**src/rtl/password_stream_tx.sv**
```systemverilog
// Buffered ASCII string transmitter with a valid/ready handshake toward a checker.
// Optional NUL terminator after the last character: define TX_TERMINATOR_EN.
module password_stream_tx #(
    parameter int DEPTH = 16
) (
    input  logic                       clk,
    input  logic                       reset,
    input  logic                       wr_en,
    input  logic [7:0]                 wr_data,
    input  logic                       clear,
    input  logic                       start,
    input  logic                       ready,
    output logic                       en_out,
    output logic [7:0]                 data_out,
    output logic                       busy,
    output logic                       done,
    output logic                       full,
    output logic [$clog2(DEPTH+1)-1:0] count
);

    localparam int CW = $clog2(DEPTH + 1);
    localparam int IW = (DEPTH > 1) ? $clog2(DEPTH) : 1;

    typedef enum logic [1:0] {
        IDLE = 2'd0,
        SEND = 2'd1,
        TERM = 2'd2,
        DONE = 2'd3
    } state_t;

    state_t        state, state_n;
    logic [CW-1:0] count_n;
    logic [IW-1:0] rd_idx, rd_idx_n, rd_idx_inc;
    logic          en_n;
    logic [7:0]    data_n;
    logic          wr_fire;
    logic          last_char;
    logic [7:0]    mem [DEPTH];

    assign full       = (count == CW'(DEPTH));
    assign busy       = (state != IDLE);
    assign done       = (state == DONE);
    assign rd_idx_inc = rd_idx + 1'b1;
    assign last_char  = ({1'b0, rd_idx} == (count - 1'b1));

    // Storage has no reset; it is only read below the loaded length.
    always_ff @(posedge clk) begin
        if (wr_fire) begin
            mem[count[IW-1:0]] <= wr_data;
        end
    end

    always_ff @(posedge clk or negedge reset) begin
        if (!reset) begin
            state    <= IDLE;
            count    <= '0;
            rd_idx   <= '0;
            en_out   <= 1'b0;
            data_out <= 8'h00;
        end else begin
            state    <= state_n;
            count    <= count_n;
            rd_idx   <= rd_idx_n;
            en_out   <= en_n;
            data_out <= data_n;
        end
    end

    // In IDLE, clear beats start, which beats a write.
    always_comb begin
        state_n  = state;
        count_n  = count;
        rd_idx_n = rd_idx;
        en_n     = en_out;
        data_n   = data_out;
        wr_fire  = 1'b0;
        case (state)
            IDLE: begin
                en_n   = 1'b0;
                data_n = 8'h00;
                if (clear) begin
                    count_n = '0;
                end else if (start) begin
                    rd_idx_n = '0;
                    if (count != '0) begin
                        state_n = SEND;
                        en_n    = 1'b1;
                        data_n  = mem[0];
                    end else begin
                        state_n = DONE;
                    end
                end else if (wr_en && !full) begin
                    wr_fire = 1'b1;
                    count_n = count + 1'b1;
                end
            end
            SEND: begin
                if (ready) begin
                    if (last_char) begin
`ifdef TX_TERMINATOR_EN
                        state_n = TERM;
                        en_n    = 1'b1;
                        data_n  = 8'h00;
`else
                        state_n = DONE;
                        en_n    = 1'b0;
                        data_n  = 8'h00;
`endif
                    end else begin
                        rd_idx_n = rd_idx_inc;
                        data_n   = mem[rd_idx_inc];
                    end
                end
            end
            TERM: begin
                if (ready) begin
                    state_n = DONE;
                    en_n    = 1'b0;
                    data_n  = 8'h00;
                end
            end
            DONE: begin
                state_n  = IDLE;
                rd_idx_n = '0;
                en_n     = 1'b0;
                data_n   = 8'h00;
            end
            default: begin
                state_n = IDLE;
                en_n    = 1'b0;
                data_n  = 8'h00;
            end
        endcase
    end

endmodule

```
**config.mk**
```make
export PLATFORM = sky130hd
export DESIGN_NAME = password_stream_tx
export DESIGN_NICKNAME = d
export VERILOG_FILES = /design/src/rtl/password_stream_tx.sv
export SDC_FILE = /design/constraint.sdc
export NUM_CORES = 1
export LEC_CHECK = 0
export BUFFER_PORTS_ARGS = -buffer_cell sky130_fd_sc_hd__buf_2
export CAP_MARGIN = 15
export CORE_ASPECT_RATIO = 0.9
export CORE_MARGIN = 2
export CORE_UTILIZATION = 30
export DETAILED_ROUTE_END_ITERATION = 8
export SLEW_MARGIN = 20
export SYNTH_ARGS = -nofsm -noshare
export SYNTH_HDL_FRONTEND = slang
export SYNTH_SLANG_ARGS = --single-unit
```
**constraint.sdc**
```tcl
create_clock -name clk -period 5.5 [get_ports clk]
set_clock_uncertainty 0.15 [all_clocks]
set_input_delay 0.275 -clock clk [delete_from_list [all_inputs] [get_ports clk]]
set_output_delay 0.275 -clock clk [all_outputs]
set_load 0.01 [all_outputs]
```
Word-level counts from Yosys, hierarchy flattened
Memory sizes are Yosys's and may differ from the RTL's.
Cells that the tools add are included.
Word-level totals
  flip-flop bits (word level): 20
  memory bits (writable): 128
  input port bits: 14
  output and inout bits: 17
  word-level logic and storage cells: 68
  memories kept: 1
Memories
  mem: depth 16, bits a word 8, read ports 2, clocked after memory_dff 0, wr ports 1, RTL line 38  | logic [7:0] mem [DEPTH];
Operators by class
  add/subtract/negate cells: 3
  equality and inequality tests: 12
  multiplexer cells: 35
  reduce and logical (&&, ||, !) cells: 12
Operator list (count)
  2-to-1 mux 8 bit: 6
  one-hot mux 8 bit (4 select lines): 1
  2-to-1 mux 4 bit: 4
  2-to-1 mux 5 bit: 3
  != test 2 bit (second input constant): 7
  2-to-1 mux 1 bit: 12
  2-to-1 mux 2 bit: 6
  one-hot mux 4 bit (3 select lines): 1
  AND reduction 5 bit: 2
  one-hot mux 2 bit (4 select lines): 1
  AND reduction 3 bit: 2
  adder 5 x 1 -> 5 bit (second input constant): 1
  equality test 4 x 5 -> 1 bit: 1
  equality test 5 bit (second input constant): 1
  nonzero test 5 bit: 1
  subtractor 5 x 1 -> 5 bit (second input constant): 1
  adder 4 x 1 -> 4 bit (second input constant): 1
  equality test 2 bit (second input constant): 2
  one-hot mux 1 bit (4 select lines): 1
  nonzero test 2 bit: 2
  nonzero test 3 bit: 1
  equality test 2 x 1 -> 1 bit (second input constant): 1
  zero test 2 bit: 1
  AND reduction 2 bit: 1
  2 further kinds: 2

Longest topological paths before layout
Gate-level depths: netlist of the first run.
  depth in word-level cells: 9
  mapped depth: 9

Worst setup path after synthesis of the first run
Ideal clock, no wire load.
  path type: register -> register
  start: register state[0]
  end: memory mem[4][0], enable pin
  library setup time: 0.333 ns
  data arrival time: 2.062 ns
  path slack: 2.956 ns
  stages on the path, launching flop included: 7
  buffers on the path: 1
  cell sequence: dfrtp_1 > inv_1 > ha_1 > inv_1 > nor4_2 > clkbuf_1 > and4b_1
Between the ends
  word-level cells in the longest chain between the ends: 4
RTL lines
  start: declaration: RTL line 31  | state_t state, state_n;
  start signal: assignment: RTL line 61  | state <= state_n;
  zero test 2 bit: RTL line 77  | case (state)
  2-to-1 mux 1 bit: RTL line 77
  2-to-1 mux 1 bit: RTL line 48  | if (wr_fire) begin
  2-to-1 mux 1 bit (implied by the code): RTL line 49  | mem[count[IW-1:0]] <= wr_data;
  end: declaration: RTL line 38
Every way passes these cells.

Worst setup path in the final report of the first run
  start: register count[0]
  end: memory mem[4][5], enable pin
Between the ends
  word-level cells in the longest chain between the ends: 9
RTL lines
  start: declaration: RTL line 18  | output logic [$clog2(DEPTH+1)-1:0] count
  start signal: assignment: RTL line 62  | count <= count_n;
  equality test 5 bit: RTL line 40  | assign full = (count == CW'(DEPTH));
  zero test 1 bit: RTL line 92  | end else if (wr_en && !full) begin
  logical AND 1 bit: RTL line 92
  2-to-1 mux 1 bit: RTL line 92
  2-to-1 mux 1 bit: RTL line 83  | end else if (start) begin
  2-to-1 mux 1 bit: RTL line 81  | if (clear) begin
  2-to-1 mux 1 bit: RTL line 77
  2-to-1 mux 1 bit: RTL line 48
  2-to-1 mux 1 bit (implied by the code): RTL line 49
Several ways; a longest one is shown, not always the timed one.

==> results of run 1 <==
[routing by layer]
metal | GRT usage (%) | share of wire (%)
met1 | 17.6 | 46
met5 | 0 | 0
met2 | 18.9 | 48
met4 | 4.45 | 0.98
met3 | 2.80 | 5.6
[where the power goes]
group	switching [W]	internal (W)	leakage, nW
combinational	0.000432	0.000359	0.902
sequential	0.0000567	0.00127	1.42
clock	0.000440	0.000709	0.279
total	0.000929	0.00234	2.60
[cell type report]
type	instances	area (sq um)
repair buffers	35	193
inverters	7	26.3
well taps	286	358
clock buffers	18	429
clock inverters	14	160
multi-input cells	171	1870
flip-flops and latches	148	4350
fillers	1958	13400
[cells in the final DEF (no fill, tap or decap), types with 9 or more instances in the layout]
cell and count:
clkbuf_16 17, dfrtp_1 19, mux4_2 40, buf_2 30, a21oi_1 9, nand2_1 26, edfxtp_1 128, o21ai_0 9
ha_1 13, and4b_1 10
[registers in the layout, indices dropped and copies added (netlist names)]
register and cells:
en_out 1, count 5, rd_idx 4, mem 128
state 2, data_out 8
[final timing paths]
check | to | start | slack, ns | cells after the start
setup / recovery | mem[4][5]$_DFFE_PP_ | count[0]$_DFFE_PN0P_ | 2.54 | 6
max in group asynchronous | rd_idx[0]$_DFFE_PN0P_ | reset | 4.58 | 2
hold reg to reg | en_out$_DFFE_PN0P_ | en_out$_DFFE_PN0P_ | 0.35 | 1
hold / removal | count[1]$_DFFE_PN0P_ | start | 0.09 | 4
min in group asynchronous | state[1]$_DFFE_PN0P_ | reset | 0.22 | 2
setup reg to reg | mem[4][5]$_DFFE_PP_ | count[0]$_DFFE_PN0P_ | 2.54 | 6
[cells by family after synthesis]
kind of cell	count (synthesis)	synth area share [%]
AND/OR/NAND/NOR	70	6.71
adder cells (fa/ha/maj)	13	2.56
buffers and inverters	26	2.30
AO/OA/AOI/OAI	34	3.76
multiplexers	44	14.8
flip-flops	148	68.3
XOR/XNOR	10	1.50
[through the flow]
stage / hold WS (ns) / worst slack (ns) / total power, W
2_1_floorplan: -0.171 / 2.96 / 0.00192
3_3_place_gp: 0.143 / 2.36 / 0.00213
3_5_place_dp: 0.151 / 2.26 / 0.00214
4_1_cts: 0.0858 / 2.18 / 0.00330
5_1_grt: 0.0954 / 2.33 / 0.00341
6_report: 0.0890 / 2.54 / 0.00327
[critical path, delay by kind of cell (launching register included)]
kind	cells	cell delay, ns
buf+inv	1	0.15
flops	1	0.48
simple gates	4	1.49
fa+ha+maj	1	0.31
[timing repair]
item                                   4_1_cts  5_1_grt
setup buffers                                0        0
hold buffers                                 2        0
endpoints found under the hold margin       23        0
==> flow_summary.ini, run 1 <==
[timing]
fin_crit_ns = 2.96
setup_viol = 0
hold_violations = 0
timing.fmax_ghz = 0.338
relSlewSlack_pct = 27.2
tightest_slew_ns = 1.09
setup-tns-final_ns = 0
fin_crit_sh_pct = 53.8
drv_slew = 0
rsz0062_at_grt = no

[worst_hold_path]
holdCritPathClass = input pin to register

[cts]
cts_max_level = 4
clk_latency_ns = 0.42
root_buffer = clkbuf_16
cts.clk_slew.worst_paths_ns = 0.06
cts_sinks = 148
cts_buffers = 17
cts_resized = 0
cts_tree = yes
cts_buffer_depth = 2

[logic_synthesis]
synth_edf_count = 128
synth_nets = 372
synth_area_leader_cell = edfxtp_1
syn_inst = 345
yosys_warnings = 0
netlist.area_leader.share_pct = 60.5
async_flop_share_pct = 13.5
ys_seq_elements = 148
yosysMostFrequentCell = edfxtp_1
yosys-top-cells-area = edfxtp_1 60%, mux4_2 14%, dfrtp_1 7.9%, ha_1 2.6%, and4b_1 1.6%
ys.flop_type = edfxtp_1
netlist_area_sq_um = 6360
synth_cell_types = 38
synth-seq-area-share_pct = 68.3
synth_common_cells = 128 x edfxtp_1, 40 x mux4_2, 26 x nand2_1
syn_area_per_cell_sq_um = 18.4

[die]
dieWidth_microns = 157
row_count = 50
start_util_pct = 30.6
die_y_microns = 142
io_pins = 31
core_sq_um = 20800
dieArea_sq_um = 22400

[grt]
gr-usage-all-layers_pct = 12.5
grt_pass1_vias = 3300
grt_overflow = 0
grt_pass1_wl_microns = 20200
antenna_found_initial = 0
grt_max_degree = 38

[placed_design]
dp_cells = 645
dpl_cell_area_sq_um = 6770
port_buffers = 30
post-dp-hpwl_microns = 8790
gp_congestion = 0.744

[layout]
utilization_pct = 35.6
fin_nets = 407
syn_to_final_growth_pct = 16.2
fin_area_sq_um = 7390
layout-drive-gt1-share_pct = 27.5
stdcell_count = 679
n_antenna_cell = 0

[power_and_ir_drop]
peakVddDrop_mv = 0.203
leakagePower_nw = 2.60
p_per_area_nw_per_um2 = 442

[run]
drv_cap = 0

[routing]
drtIter0Drc = 342
viasPerCell = 4.83
wl_per_cell_microns = 19.7
firstDrtPassIters = 4
vias = 3281
ant_nets = 0
drc = 0
wirelength_microns = 13400

[setup_path]
endpoint_kind = register
critPathMaxStageDelay_ns = 0.63
crit_arrival_ns = 2.86
path_cells = inv_1 -> ha_1 -> nand4bb_1 -> nand2_1 -> nor4_4 -> and4b_1
path_max_fanout = 18
critPathKind = register to register
critPathLaunchType = register
required_ns = 5.40
worst_path_max_delay_cell = and4b_1

[run_status]
status = complete, no violations
No activity file was read; power rests on OpenSTA's default activity.
==> run 2: changes to the inputs <==
==> constraint.sdc (replaced) <==
create_clock -name clk -period 2.9 [get_ports clk]
set_clock_uncertainty 0.15 [all_clocks]
set_input_delay 0.145 -clock clk [delete_from_list [all_inputs] [get_ports clk]]
set_output_delay 0.145 -clock clk [all_outputs]
set_load 0.01 [all_outputs]
==> flow_summary.ini, run 2 (synthesis results as in run 1) <==
[die]
row_count = 50
die_y_microns = 142
start_util_pct = 30.6
dieArea_sq_um = 22400
dieWidth_microns = 157
io_pins = 31
core_sq_um = 20800

[timing]
rsz0062_at_grt = no
fin_crit_ns = 2.55
setup_ws_ns = 0.350
fin_crit_sh_pct = 87.9
setup_viol = 0
relSlewSlack_pct = 62.8
hold_violations = 0
fin_worst_hold_slack_ns = 0.0163
tightest_slew_ns = 0.558
drv_slew = 0
timing.fmax_ghz = 0.392
setup-tns-final_ns = 0

[routing]
firstDrtPassIters = 4
vias = 3437
top_layer = met4
wirelength_microns = 14000
met3_length_microns = 944
drc = 0
ant_nets = 0
viasPerCell = 4.81
drtIter0Drc = 271
wl_per_cell_microns = 19.6
wirelength_met1_microns = 5870
wl_met2_microns = 6910

[power_and_ir_drop]
power_w = 0.00619
p_comb_share_pct = 24.9
p_sw_w = 0.00174
peakVddDrop_mv = 0.389
leakagePower_nw = 2.77
p_per_area_nw_per_um2 = 805
seqPwrFrac_pct = 40.3
p_clk_share_pct = 34.9
intPower_w = 0.00446
p_sw_share_pct = 28.1

[setup_path]
reg2reg_slack_ns = 0.35
required_ns = 3.06
worst_path_max_delay_cell = mux4_2
path_max_fanout = 33
critPathMaxStageDelay_ns = 0.55
worstReg2RegEnd = data_out[3]$_DFFE_PN0P_
endpoint_kind = register
cpMostUsedCell = mux4_2
path_cells = ha_1 -> buf_12 -> mux4_2 -> mux4_2 -> a21o_1
critPathLaunchType = register
rr_worst_depth = 5
reg2reg_from = rd_idx[1]$_DFFE_PN0P_
critPathKind = register to register
crit_arrival_ns = 2.71

[grt]
grt_pass1_vias = 3577
grt_pass1_wl_microns = 21400
gr-usage-all-layers_pct = 13.4
grt_max_degree = 38
grt_overflow = 0
antenna_found_initial = 1

[cts]
clk_latency_ns = 0.42
cts_buffers = 17
cts_resized = 0
cts_tree = yes
cts.clk_slew.worst_paths_ns = 0.06
cts_sinks = 148
cts_buffer_depth = 2
root_buffer = clkbuf_16
cts_max_level = 4

[layout]
fin_nets = 442
largest_reg_flops = 128
final_common_cell = edfxtp_1
syn_to_final_growth_pct = 21.0
most-common-layout-cells = 128 x edfxtp_1, 40 x mux4_2, 30 x buf_2
layout-drive-gt1-share_pct = 32.0
fin_area_sq_um = 7690

[worst_hold_path]
hold_start = wr_en
hold_end = count[0]$_DFFE_PN0P_
holdCritPathClass = input pin to register
hold_depth = 4

[placed_design]
port_buffers = 30
dpl_cell_area_sq_um = 6990
place_ws_ns = 0.347
gp_congestion = 0.757
post-dp-hpwl_microns = 8890

[run]
drv_cap = 0

[run_status]
status = complete, no violations
-- run 2: worst max-delay path by stage --
stage / to / slack, ns / from / depth (start not counted)
after floorplan: mem[4][0]$_DFFE_PP_ / 0.36 / state[0]$_DFFE_PN0P_ / 6
after global placement: data_out[3]$_DFFE_PN0P_ / 0.37 / rd_idx[1]$_DFFE_PN0P_ / 5
after detailed placement: data_out[3]$_DFFE_PN0P_ / 0.35 / rd_idx[1]$_DFFE_PN0P_ / 5
after CTS: data_out[3]$_DFFE_PN0P_ / 0.34 / rd_idx[1]$_DFFE_PN0P_ / 5
after global routing: en_out$_DFFE_PN0P_ / 0.24 / count[1]$_DFFE_PN0P_ / 8
final: data_out[3]$_DFFE_PN0P_ / 0.35 / rd_idx[1]$_DFFE_PN0P_ / 5
-- run 2: critical path: cells and delay by family, from the launching register on --
| family | cells | cell delay, ns |
|---|---|---|
| AOI/OAI and AO/OA | 1 | 0.18 |
| buffers and inverters | 1 | 0.25 |
| muxes | 2 | 1.03 |
| adders and majority gates | 1 | 0.35 |
| DFF | 1 | 0.46 |
-- run 2: layout make-up --
| cell class | instances | area [sq um] |
|---|---|---|
| Clock inverter | 13 | 149 |
| Sequential cell | 148 | 4350 |
| Antenna cell | 1 | 2.50 |
| Fill cell | 1957 | 13100 |
| Timing Repair Buffer | 70 | 503 |
| Inverter | 7 | 26.3 |
| Tap cell | 286 | 358 |
| Multi-Input combinational cell | 171 | 1870 |
| Clock buffer | 19 | 443 |
-- run 2: stage by stage --
stage	instances	utilization, %
2_1_floorplan	345	-
6_report	715	37.0
5_1_grt	714	37.0
4_1_cts	714	37.0
3_3_place_gp	671	33.6
3_5_place_dp	671	33.6
-- run 2: timing repair --
action	in CTS	in global routing
buffers inserted	0	0
hold buffers	11	0
endpoints found under the setup margin	0	0
hold endpoints to repair	155	0
-- run 2: layer usage --
| metal | vias to the layer above | track usage [%] |
|---|---|---|
| met3 | 21 | 3.35 |
| met5 | - | 0 |
| met2 | 94 | 22.1 |
| met1 | 1789 | 16.9 |
| met4 | 0 | 5.65 |
| li1 | 1533 | - |
-- run 2: power groups by stage --
stage | logic (W) | clock network [W] | registers [W]
2_1_floorplan | 0.00109 | 0 | 0.00255
3_3_place_gp | 0.00152 | 0 | 0.00253
3_5_place_dp | 0.00154 | 0 | 0.00254
4_1_cts | 0.00156 | 0.00220 | 0.00250
5_1_grt | 0.00168 | 0.00230 | 0.00251
6_report | 0.00154 | 0.00216 | 0.00250
==> run 3: changes to the inputs <==
--- a/config.mk
+++ b/config.mk
@@ -5,8 +5,9 @@
 export SDC_FILE = /design/constraint.sdc
 export NUM_CORES = 1
 export LEC_CHECK = 0
+export ABC_AREA = 1
 export BUFFER_PORTS_ARGS = -buffer_cell sky130_fd_sc_hd__buf_2
-export CAP_MARGIN = 15
+export CAP_MARGIN = 30
 export CORE_ASPECT_RATIO = 0.9
 export CORE_MARGIN = 2
 export CORE_UTILIZATION = 30
==> flow_summary.ini, run 3 <==
[worst_hold_path]
hold_start = wr_data[5]
holdCritPathClass = input pin to register

[logic_synthesis]
yosys.area_share.xor_xnor_pct = 0.501
netlist_area_sq_um = 6490
synth_nets = 648
syn_area_per_cell_sq_um = 10.5
yosys_warnings = 0
synth_cell_types = 21
synth_adder_area_share_pct = 2.51
yosysMostFrequentCell = nand2_1
ys.flop_type = edfxtp_1
synth_compound_area_share_pct = 1.73
yosys-top-cells-area = edfxtp_1 59%, nand2_1 11%, nand3_1 9.7%, dfrtp_1 7.7%, nor2_1 3.5%
synth_common_cells = 189 x nand2_1, 128 x edfxtp_1, 126 x nand3_1
synth_area_leader_cell = edfxtp_1
netlist.area_leader.share_pct = 59.2
async_flop_share_pct = 13.5
synth_top_family_by_area = simple AND/OR/NAND/NOR gates
synth_edf_count = 128
ys_seq_elements = 148
synth-seq-area-share_pct = 66.9
yosys.area_share.simple_pct = 24.6
muxShareOfSynthArea_pct = 0
syn_inst = 621

[die]
dieWidth_microns = 159
io_pins = 31
die_y_microns = 144
dieArea_sq_um = 22800
row_count = 51
core_sq_um = 21400
start_util_pct = 30.3

[placed_design]
dpl_cell_area_sq_um = 7060
port_buffers = 30
place_ws_ns = 0.467
post-dp-hpwl_microns = 10200
gp_congestion = 0.801

[routing]
vias = 4582
wl_per_cell_microns = 15.9
drtIter0Drc = 486
viasPerCell = 4.69
ant_nets = 0
wirelength_microns = 15500
firstDrtPassIters = 7
drc = 0

[setup_path]
reg2reg_slack_ns = 0.41
required_ns = 2.88
endpoint_kind = register
critPathLaunchType = register
crit_path_start = count[0]$_DFFE_PN0P_
reg2reg_from = count[0]$_DFFE_PN0P_
crit_arrival_ns = 2.47
path_max_fanout = 8
critPathKind = register to register

[cts]
cts.clk_slew.worst_paths_ns = 0.06
cts_tree = yes
root_buffer = clkbuf_16
cts_sinks = 148
cts_buffer_depth = 2
cts_resized = 0
cts_buffers = 17
cts_max_level = 4
clk_latency_ns = 0.42

[timing]
setup-tns-final_ns = 0
setup_ws_ns = 0.410
hold_violations = 0
fin_crit_ns = 2.49
fin_crit_sh_pct = 85.9
drv_slew = 0
tightest_slew_ns = 0.481
relSlewSlack_pct = 67.9
rsz0062_at_grt = no
timing.fmax_ghz = 0.402
setup_viol = 0

[layout]
syn_to_final_growth_pct = 19.0
largest_reg_flops = 128
fin_area_sq_um = 7720
layout-drive-gt1-share_pct = 13.3
fin_nets = 700
final_common_cell = nand2_1
n_antenna_cell = 0
utilization_pct = 36.0
fill_cells = 2167
most-common-layout-cells = 189 x nand2_1, 128 x edfxtp_1, 126 x nand3_1

[grt]
grt_overflow = 0
antenna_found_initial = 0
grt_max_degree = 60
grt_pass1_vias = 4343
grt_pass1_wl_microns = 24000
gr-usage-all-layers_pct = 14.1

[power_and_ir_drop]
leakagePower_nw = 3.08
p_per_area_nw_per_um2 = 888
peakVddDrop_mv = 0.427

[run]
drv_cap = 0

[run_status]
status = complete, no violations
-- run 3: cell families after synthesis --
logic type / Yosys count
fa+ha+maj: 13
xor+xnor: 2
simple gates: 380
compound gates: 22
flops: 148
buf+inv: 56
-- run 3: report_power, final --
part           switching (W)  total [W]  internal (W)
Sequential          0.000108    0.00254       0.00243
Combinational        0.00140    0.00205      0.000653
Clock               0.000835    0.00226       0.00143
-- run 3: per-stage QoR --
step                      power [W]  std cells  hold slack, ns
after floorplan             0.00400        621          -0.301
after global placement      0.00462        940         -0.0257
after detailed placement    0.00463        940         -0.0201
after CTS                   0.00689        976         0.00991
after global routing        0.00726        976          0.0181
final                       0.00686        976          0.0170
-- run 3: worst paths after layout --
kind,end,cells past startpoint
max,mem[9][0]$_DFFE_PP_,10
min,mem[10][5]$_DFFE_PP_,1
max reg2reg,mem[9][0]$_DFFE_PP_,10
min reg2reg,en_out$_DFFE_PN0P_,2
max in group asynchronous,rd_idx[0]$_DFFE_PN0P_,2
min in group asynchronous,data_out[3]$_DFFE_PN0P_,2
-- run 3: layout make-up --
class                      count  area [sq um]  share of cell area [%]
clock buffer                  17           425                    5.51
clock inverter                14           185                    2.40
inverter                      31           116                    1.51
multi-input combinational    417          1900                    24.6
sequential                   148          4350                    56.3
tap                          291           364                    4.71
timing repair buffer          58           385                    4.99
-- run 3: per-layer routing --
metal,GRT usage (%),wire length [microns]
met5,0,0
met4,7.13,471
met3,3.32,1080
met2,23.0,7340
met1,17.9,6600
-- run 3: critical path, stage by stage (launching register included) --
cell and delay (ns):
dfrtp_1 0.47, inv_1 0.17, ha_1 0.26, nand3_1 0.11, nand2_1 0.07, nor2_1 0.09
nand3_1 0.11, inv_1 0.16, nand2_1 0.26, nor2_1 0.16, buf_4 0.18
-- run 3: timing repair --
item | in CTS | in global routing
hold buffers | 5 | 0
endpoints found under the hold margin | 25 | 0
setup buffers | 0 | 0
